===== src/rtl/frame_packer_pkg.sv =====
// frame_packer_pkg: shared state encoding and sizing constants for frame_packer.
// The CSUM state exists only when FRAME_PACKER_CHECKSUM_EN is defined.
package frame_packer_pkg;

`ifdef FRAME_PACKER_CHECKSUM_EN
    typedef enum logic [1:0] {
        ST_IDLE    = 2'd0,
        ST_HEAD    = 2'd1,
        ST_PAYLOAD = 2'd2,
        ST_CSUM    = 2'd3
    } state_t;
`else
    typedef enum logic [1:0] {
        ST_IDLE    = 2'd0,
        ST_HEAD    = 2'd1,
        ST_PAYLOAD = 2'd2
    } state_t;
`endif

    localparam logic [9:0] DEFAULT_HDR_WORD = 10'h3A5;

    // Skid buffer depth and the occupancy at or below which upstream may be asked
    // for another word. One word can be in flight, so the threshold is depth-2.
    localparam int FIFO_DEPTH = 4;
    localparam int FIFO_CNT_W = $clog2(FIFO_DEPTH + 1);
    localparam int RDY_THRESH = 2;

endpackage


===== src/rtl/fp_skid_fifo.sv =====
// fp_skid_fifo: 4-entry skid buffer absorbing the one-cycle request/response
// latency of the upstream interface. Exposes occupancy and a drop strobe for
// pushes that arrive while full without a simultaneous pop.
module fp_skid_fifo
    import frame_packer_pkg::*;
#(
    parameter int DATA_W = 10
) (
    input  logic                  clk_out,
    input  logic                  rst_n,
    input  logic                  push,
    input  logic [DATA_W-1:0]     wdata,
    input  logic                  pop,
    output logic [DATA_W-1:0]     rdata,
    output logic [FIFO_CNT_W-1:0] count,
    output logic                  empty,
    output logic                  drop
);

    localparam int PTR_W = $clog2(FIFO_DEPTH);

    logic [DATA_W-1:0] mem [FIFO_DEPTH];
    logic [PTR_W-1:0]  wr_ptr;
    logic [PTR_W-1:0]  rd_ptr;
    logic              full;
    logic              do_push;
    logic              do_pop;

    assign full    = (count == FIFO_CNT_W'(FIFO_DEPTH));
    assign empty   = (count == '0);
    assign do_pop  = pop && !empty;
    // A pop in the same cycle frees the slot, so a full buffer can still accept.
    assign do_push = push && (!full || do_pop);
    assign drop    = push && !do_push;
    assign rdata   = mem[rd_ptr];

    // Pointers and occupancy.
    always_ff @(posedge clk_out or negedge rst_n) begin
        if (!rst_n) begin
            wr_ptr <= '0;
            rd_ptr <= '0;
            count  <= '0;
        end else begin
            if (do_push) wr_ptr <= wr_ptr + PTR_W'(1);
            if (do_pop)  rd_ptr <= rd_ptr + PTR_W'(1);
            if (do_push && !do_pop)      count <= count + FIFO_CNT_W'(1);
            else if (!do_push && do_pop) count <= count - FIFO_CNT_W'(1);
        end
    end

    // Storage; reads are gated by occupancy so the array needs no reset.
    always_ff @(posedge clk_out) begin
        if (do_push) mem[wr_ptr] <= wdata;
    end

endmodule


===== src/rtl/frame_packer.sv =====
// frame_packer: packs an upstream word stream into frames of
// header + FRAME_LEN payload words [+ checksum word].
// Define FRAME_PACKER_CHECKSUM_EN to append the modulo-2^DATA_W payload sum
// as a final checksum word; otherwise eop marks the last payload word.
//
// state   | meaning
// IDLE    | no frame open; header loads as soon as the buffer holds a word
// HEAD    | header sits in the output register awaiting transfer
// PAYLOAD | one buffered word loads per free output slot
// CSUM    | checksum word waits for a free output slot (checksum build only)
module frame_packer
    import frame_packer_pkg::*;
#(
    parameter int                DATA_W    = 10,
    parameter int                FRAME_LEN = 16,
    parameter logic [DATA_W-1:0] HDR_WORD  = DATA_W'(DEFAULT_HDR_WORD)
) (
    input  logic              clk_out,
    input  logic              rst_n,
    input  logic [DATA_W-1:0] din,
    input  logic              din_vld,
    output logic              b_rdy,
    output logic [DATA_W-1:0] dout,
    output logic              dout_vld,
    output logic              dout_sop,
    output logic              dout_eop,
    input  logic              dout_rdy,
    output logic              ovf
);

    localparam int               CNT_W    = (FRAME_LEN > 1) ? $clog2(FRAME_LEN) : 1;
    localparam logic [CNT_W-1:0] LAST_IDX = CNT_W'(FRAME_LEN - 1);

    state_t                state_q;
    state_t                state_d;
    logic [CNT_W-1:0]      cnt_q;
    logic [CNT_W-1:0]      cnt_d;
    logic [DATA_W-1:0]     fifo_rdata;
    logic [FIFO_CNT_W-1:0] fifo_count;
    logic                  fifo_empty;
    logic                  fifo_drop;
    logic                  fifo_pop;
    logic                  load_ok;
    logic                  ld;
    logic [DATA_W-1:0]     ld_data;
    logic                  ld_sop;
    logic                  ld_eop;
`ifdef FRAME_PACKER_CHECKSUM_EN
    logic [DATA_W-1:0]     sum_q;
    logic [DATA_W-1:0]     sum_d;
`endif

    fp_skid_fifo #(
        .DATA_W (DATA_W)
    ) u_fifo (
        .clk_out (clk_out),
        .rst_n   (rst_n),
        .push    (din_vld),
        .wdata   (din),
        .pop     (fifo_pop),
        .rdata   (fifo_rdata),
        .count   (fifo_count),
        .empty   (fifo_empty),
        .drop    (fifo_drop)
    );

    assign b_rdy   = (fifo_count <= FIFO_CNT_W'(RDY_THRESH));
    // The output slot is free when empty or being drained this cycle.
    assign load_ok = !dout_vld || dout_rdy;

    // Next-state, output-register load selection and buffer pop.
    always_comb begin
        state_d  = state_q;
        cnt_d    = cnt_q;
        fifo_pop = 1'b0;
        ld       = 1'b0;
        ld_data  = '0;
        ld_sop   = 1'b0;
        ld_eop   = 1'b0;
`ifdef FRAME_PACKER_CHECKSUM_EN
        sum_d    = sum_q;
`endif
        case (state_q)
            ST_IDLE: begin
                if (!fifo_empty && load_ok) begin
                    ld      = 1'b1;
                    ld_data = HDR_WORD;
                    ld_sop  = 1'b1;
                    cnt_d   = '0;
`ifdef FRAME_PACKER_CHECKSUM_EN
                    sum_d   = '0;
`endif
                    state_d = ST_HEAD;
                end
            end
            ST_HEAD, ST_PAYLOAD: begin
                // In HEAD a free slot means the header is leaving this cycle.
                if (state_q == ST_HEAD && load_ok) state_d = ST_PAYLOAD;
                if (load_ok && !fifo_empty) begin
                    ld       = 1'b1;
                    fifo_pop = 1'b1;
                    ld_data  = fifo_rdata;
`ifdef FRAME_PACKER_CHECKSUM_EN
                    sum_d    = sum_q + fifo_rdata;
`endif
                    if (cnt_q == LAST_IDX) begin
                        cnt_d   = '0;
`ifdef FRAME_PACKER_CHECKSUM_EN
                        state_d = ST_CSUM;
`else
                        ld_eop  = 1'b1;
                        state_d = ST_IDLE;
`endif
                    end else begin
                        cnt_d = cnt_q + CNT_W'(1);
                    end
                end
            end
`ifdef FRAME_PACKER_CHECKSUM_EN
            ST_CSUM: begin
                if (load_ok) begin
                    ld      = 1'b1;
                    ld_data = sum_q;
                    ld_eop  = 1'b1;
                    state_d = ST_IDLE;
                end
            end
`endif
            default: state_d = ST_IDLE;
        endcase
    end

    // State and payload index registers.
    always_ff @(posedge clk_out or negedge rst_n) begin
        if (!rst_n) begin
            state_q <= ST_IDLE;
            cnt_q   <= '0;
        end else begin
            state_q <= state_d;
            cnt_q   <= cnt_d;
        end
    end

`ifdef FRAME_PACKER_CHECKSUM_EN
    // Running payload sum, cleared whenever a header is loaded.
    always_ff @(posedge clk_out or negedge rst_n) begin
        if (!rst_n) sum_q <= '0;
        else        sum_q <= sum_d;
    end
`endif

    // Output register: loads into a free slot, otherwise holds until accepted.
    always_ff @(posedge clk_out or negedge rst_n) begin
        if (!rst_n) begin
            dout     <= '0;
            dout_vld <= 1'b0;
            dout_sop <= 1'b0;
            dout_eop <= 1'b0;
        end else if (ld) begin
            dout     <= ld_data;
            dout_vld <= 1'b1;
            dout_sop <= ld_sop;
            dout_eop <= ld_eop;
        end else if (dout_rdy) begin
            dout_vld <= 1'b0;
        end
    end

    // Sticky overflow: set by any word the buffer had to drop.
    always_ff @(posedge clk_out or negedge rst_n) begin
        if (!rst_n)         ovf <= 1'b0;
        else if (fifo_drop) ovf <= 1'b1;
    end

endmodule


===== config.mk =====
export PLATFORM = sky130hd
export DESIGN_NAME = frame_packer
export DESIGN_NICKNAME = d
export VERILOG_FILES = /design/src/rtl/frame_packer_pkg.sv /design/src/rtl/fp_skid_fifo.sv /design/src/rtl/frame_packer.sv
export SDC_FILE = /design/constraint.sdc
export NUM_CORES = 1
export LEC_CHECK = 0
export ABC_CLOCK_PERIOD_IN_PS = 4700
export CAP_MARGIN = 20
export CORE_MARGIN = 2
export CORE_UTILIZATION = 30
export CTS_BUF_LIST = sky130_fd_sc_hd__clkbuf_16
export CTS_CLUSTER_DIAMETER = 120
export DETAILED_ROUTE_END_ITERATION = 7
export GPL_TIMING_DRIVEN = 0
export PLACE_DENSITY_LB_ADDON = 0.3
export SYNTH_ARGS = -nofsm -noshare
export SYNTH_HDL_FRONTEND = slang
export SYNTH_HIERARCHICAL = 1
export SYNTH_SLANG_ARGS = --single-unit

===== constraint.sdc =====
create_clock -name clk_out -period 4.7 [get_ports clk_out]
set_input_delay 0.94 -clock clk_out [delete_from_list [all_inputs] [get_ports clk_out]]
set_output_delay 0.94 -clock clk_out [all_outputs]
set_load 0.02 [all_outputs]

Word level (Yosys, flattened, before mapping)
Memories as Yosys holds them, arrays and structs flattened.
Index checks and enable logic that the tools add are counted.
Widths: inputs -> output; s select.
{"block": "word_totals", "register_bits": 27, "ram_bits": 40, "in_bits": 14, "output_inout_bits": 15, "elab_cells": 70, "n_memories": 1}
{"memory": "u_fifo.mem", "depth": 4, "width": 10, "rd": 1, "rd_clocked_by_memory_dff": 0, "write_ports": 1, "line": "fp_skid_fifo.sv:22", "rtl": "logic [DATA_W-1:0] mem [FIFO_DEPTH];"}
{"block": "classes", "n_addsub": 5, "order_cmp": 1, "eq_ne": 6, "muxes": 25, "n_reduce_logical": 22}
{"operator": "$mux 10", "n": 2}
{"operator": "$pmux 10 s2", "n": 1}
{"operator": "$mux 4", "n": 3}
{"operator": "$mux 1", "n": 11}
{"operator": "$mux 2", "n": 4}
{"operator": "$pmux 4 s2", "n": 1}
{"operator": "$logic_and 1x1->1", "n": 7}
{"operator": "$mux 3", "n": 2}
{"operator": "$reduce_bool 2->1", "n": 3}
{"operator": "$logic_not 1->1", "n": 5}
{"operator": "$add 2x1->2 const B", "n": 2}
{"operator": "$add 4x1->4 const B", "n": 1}
{"operator": "$eq 4x4->1 const B", "n": 1}
{"operator": "$ne 2x2->1 const B", "n": 2}
{"operator": "$pmux 2 s2", "n": 1}
{"operator": "$add 3x1->3 const B", "n": 1}
{"operator": "$eq 3x3->1 const B", "n": 1}
{"operator": "$le 3x2->1 const B", "n": 1}
{"operator": "$logic_not 3->1", "n": 1}
{"operator": "$reduce_and 3->1", "n": 1}
{"operator": "$reduce_or 3->1", "n": 1}
{"operator": "$sub 3x1->3 const B", "n": 1}
{"operator": "$eq 2x1->1 const B", "n": 1}
{"operator": "$eq 2x2->1 const B", "n": 1}
{"operator": "other kinds (3)", "n": 4}

Logic depth before layout (Yosys ltp)
{"block": "depth", "ltp_word": 12, "ltp_mapped": 12, "depth_no_buf": 11}

Hierarchy
The synthesis kept the hierarchy.
{"module": "fp_skid_fifo", "instances": 1, "cells_each": 88, "area_per_inst_um2": 1879.3, "seq_area_each_um2": 1376.3}
{"module": "frame_packer", "instances": 1, "cells_each": 82, "area_per_inst_um2": 929.6, "seq_area_each_um2": 500.5}

Worst setup path before layout
Ideal clock, no wire load.
{"block": "synth_path", "path_kind": "input port to flip-flop", "startpoint": "input port dout_rdy", "endpoint": "register u_fifo.count[1]", "setup_ns": 0.125, "arrival_ns": 2.660, "required_ns": 4.575, "setup_slack_ns": 1.915, "path_stages": 10, "path_buffers": 1, "path_cell_list": "nor2b_4 > nor2_1 > and2_1 > nor4b_2 > nor2b_1 > buf_6 > ha_1 > inv_1 > fa_1 > mux2_2"}
{"block": "synth_between", "elab_chain_len": 10, "word_cells_on_any_way": 13, "classes_between": "3 x mux; 10 x reduce/logical"}
{"item": "from (decl)", "line": "frame_packer.sv:27", "rtl": "input logic dout_rdy,"}
{"item": "$logic_or 1x1->1 (*)", "line": "frame_packer.sv:69", "rtl": "assign load_ok = !dout_vld || dout_rdy;"}
{"item": "$logic_and 1x1->1 (*)", "line": "frame_packer.sv:99", "rtl": "if (load_ok && !fifo_empty) begin"}
{"item": "$mux 1 (*)", "line": "frame_packer.sv:99"}
{"item": "$mux 1 (*)", "line": "frame_packer.sv:83", "rtl": "case (state_q)"}
{"item": "via fifo_pop", "line": "frame_packer.sv:42", "rtl": "logic fifo_pop;"}
{"item": "$logic_and 1x1->1 (*)", "line": "fp_skid_fifo.sv:31", "rtl": "assign do_pop = pop && !empty;"}
{"item": "$logic_or 1x1->1 (*)", "line": "fp_skid_fifo.sv:33", "rtl": "assign do_push = push && (!full || do_pop);"}
{"item": "$logic_and 1x1->1 (*)", "line": "fp_skid_fifo.sv:33"}
{"item": "via u_fifo.do_push", "line": "fp_skid_fifo.sv:26", "rtl": "logic do_push;"}
{"item": "$logic_not 1->1", "line": "fp_skid_fifo.sv:47", "rtl": "else if (!do_push && do_pop) count <= count - FIFO_CNT_W'(1);"}
{"item": "$logic_and 1x1->1", "line": "fp_skid_fifo.sv:47"}
{"item": "$reduce_bool 2->1 (no source line)"}
{"item": "to (signal assigned)", "line": "fp_skid_fifo.sv:46", "rtl": "if (do_push && !do_pop) count <= count + FIFO_CNT_W'(1);"}
{"item": "to (signal assigned)", "line": "fp_skid_fifo.sv:47"}
{"item": "to (decl)", "line": "fp_skid_fifo.sv:15", "rtl": "output logic [FIFO_CNT_W-1:0] count,"}
Mark *: on every way through the listed nets, which the timed path passes. The rest lies on a longest branch.
A chain may end at the register's enable or synchronous reset.

Worst setup path in the final report
{"block": "layout_path", "startpoint": "input port dout_rdy", "endpoint": "register u_fifo.count[2]"}
Same word-level chain as after synthesis.

==> impl_results.md <==
* Reg2reg start: u_fifo/count[0]$_DFFE_PN0P_
* Pre-CTS WS at 1.152 ns
* Setup bufs post-CTS at 0
* # rows at 35
* Primary FF master, synth: edfxtp_1
* Max cap viols at 0
* Setup TNS at 0 ns
* Post-Syn Instances at 170
* Final hold slack at 0.4723 ns
* Clock Latency Late Sink at 0.33 ns
* RSZ-0062 raised after global routing: no
* Final worst-path cycle share at 67.43%
* CP endpoint kind: flop
* Skew final at 0.005308 ns
* Core ar. at 0.009153 mm2
* Setup violations, final at 0
* Relative slew slack at 53.91%
* Initial Utilization at 30.69%
* Routed vias/inst at 4.672
* Mapped Nets at 194
* Commonest non-fill, non-tap cell in the layout: edfxtp_1
* Seq pwr share at 36.4%
* Worst setup startpoint: dout_rdy
* Post-synthesis sequential area ratio at 66.82%
* H-tree Lvls at 3
* 1st-iter DRT viols at 51
* DRT Wirelength at 4905 um
* Leading cell types in the layout, fill and taps excluded: edfxtp_1, clkdlybuf4s50_1, dfrtp_1
* PostCTS Resize Cnt at 0
* Num CTS Buffers at 9
* Ys async rst share at 40.30%
* Crit Path Class: in2reg
* Largest net degree at the start of global routing at 15
* Worst Hold Class: reg2reg
* Overall routing resource usage at 10.98%
* Final nets at 234
* Remaining global-route overflow at 0
* First-pass GRT wire length at 8128 um
* Total I/O pin count at 29
* FF-to-FF setup slack at 1.65 ns
* Routed len/inst at 15.05 um
* Die width at 100.8 um
* PwrDens at 708.1 mW/mm2
* Max-slew violation count at 0
* Die Footprint at 0.01015 mm2
* Worst-Margin Slew at 0.6892 ns
* Minimum clock period at 3.169 ns
* Layout fillers at 846
* Root Driver: clkbuf_16
* # DRC at 0
* Top-area cell type share of the netlist area at 42.76%
* DR pass1 iterations at 4
* Final Hold Violating Endpoints at 0
* Synth area leader: edfxtp_1
* Post-Layout Cell Count at 326
* Outcome: complete, no violations
* Clock Tree Buf Depth at 2
* Number of global-route vias before repair at 1605
* Distinct cells, synth at 40
* Leak Pwr at 1.353 nW
* Layout cells sized above 1 at 22.79%
* Startpoint Class: primary input
* Clock transition at the registers of the reported paths at 0.06 ns
* TritonCTS clock tree: done
* Mean area per synthesized cell at 16.52 um2
* WP data arrival at 3.43 ns
* Comb power frac at 36.4%
* Switching share of power at 32.57%
* Number of antenna violations at the first check in global routing at 0
* P_sw at 0.8190 mW
* PortBufs at 28
* F_max at 315.5 MHz
* DR vias at 1523
* Area delta synth->final at 26.41%
* Power Internal at 1.695 mW
* Cell Area, Synth at 0.002809 mm2
* WP data required at 4.96 ns
* Routability cong. at 0.7904
* Synth area leaders: edfxtp_1, dfrtp_1, mux4_2
* Max Fanout on Critical Path at 7
* Cell count after placement at 310
* Worst Setup Slack, final at 1.531 ns
* Clock power share at 27.1%
* DP HPWL at 3360 um
* Antenna diodes at 0
* Post-CTS Hold Buffers at 0
* Die Span Y at 100.8 um
* Maximum vdd drop at 0.2137 mV
* #FFs+latches synth at 67
* Number of synthesized flops with an enable pin at 40
* Clock sink count at 67
* Synth Warn # at 6
* Post-route ant nets at 0
* Hold Startpoint: dout[7]$_DFFE_PN0P_
## per-layer routing
| metal | track usage (%) | vias up | routed length (um) |
|---|---|---|---|
| li1 | - | 722 | - |
| met1 | 14.11 | 755 | 2218 |
| met2 | 16.26 | 37 | 2368 |
| met3 | 4.022 | 9 | 215 |
| met4 | 5.690 | 0 | 102 |
| met5 | 0 | - | 0 |
## cell usage after synthesis, types with 2 or more instances
library cell and count:
nand2_1 10, o21ai_0 7, nand2b_1 3, inv_1 7, and3_1 2, buf_6 2
a21oi_1 5, ha_1 9, a22o_1 5, mux4_2 10, nor2_1 3, xor2_1 2
and2_2 5, edfxtp_1 40, a221o_1 3, xnor2_1 4, a22o_2 4, dfrtp_1 27
## flip-flops by register name (all words and copies together) (netlist names), 2 cells and up
name,count
u_fifo/mem,40
dout,10
cnt_q,4
u_fifo/count,3
state_q,2
u_fifo/rd_ptr,2
u_fifo/wr_ptr,2
## power by group through the flow
stage / logic (mW) / clock network (mW) / registers [mW]
6_report: 0.916 / 0.682 / 0.916
3_3_place_gp: 0.920 / 0 / 0.923
2_1_floorplan: 0.599 / 0 / 0.968
3_5_place_dp: 0.933 / 0 / 0.928
5_1_grt: 1.02 / 0.735 / 0.939
4_1_cts: 0.935 / 0.701 / 0.920
## per-stage QoR
step / total power, mW / cell area (um2) / util, %
2_1_floorplan: 1.567 / 2809 / -
3_3_place_gp: 1.844 / 3228 / 35.27
3_5_place_dp: 1.861 / 3243 / 35.43
4_1_cts: 2.557 / 3551 / 38.80
5_1_grt: 2.698 / 3551 / 38.80
6_report: 2.514 / 3551 / 38.80
## cell type report
cell class / count / area, um2 / share of cell area (%)
clock buffers: 9 / 225.2 / 6.342
well taps: 111 / 138.9 / 3.911
multi-input cells: 91 / 855.8 / 24.10
flip-flops and latches: 67 / 1877 / 52.85
inverters: 7 / 26.28 / 0.7400
clock inverters: 7 / 82.58 / 2.326
plain buffers: 5 / 50.05 / 1.409
repair buffers: 29 / 295.3 / 8.316
## worst max-delay path: stages
cell	delay (ns)
clkdlybuf4s50_1	0.52
nor2b_4	0.05
nor2_1	0.22
and2_1	0.30
nor4b_2	0.09
nor2b_1	0.15
buf_6	0.14
ha_1	0.18
inv_1	0.06
fa_1	0.37
xor2_1	0.15
nor2_1	0.11
xor2_1	0.14
## logic make-up after synthesis
| kind of cell | Yosys count | share of synthesized area, % |
|---|---|---|
| flip-flops | 67 | 66.82 |
| AO/OA/AOI/OAI | 29 | 7.662 |
| AND/OR/NAND/NOR | 34 | 7.261 |
| multiplexers | 12 | 8.953 |
| buffers and inverters | 12 | 2.717 |
| adder cells (fa/ha/maj) | 10 | 4.722 |
| XOR/XNOR | 6 | 1.871 |
## worst paths after layout
kind | end | cells after the start
setup / recovery | u_fifo/count[2]$_DFFE_PN0P_ | 13
hold / removal | dout[7]$_DFFE_PN0P_ | 2
setup reg to reg | u_fifo/count[1]$_DFFE_PN0P_ | 10
hold reg to reg | dout[7]$_DFFE_PN0P_ | 2
max in group asynchronous | dout_vld$_DFFE_PN0P_ | 2
min in group asynchronous | state_q[1]$_DFFE_PN0P_ | 1
(Power assumes the default switching activity.)
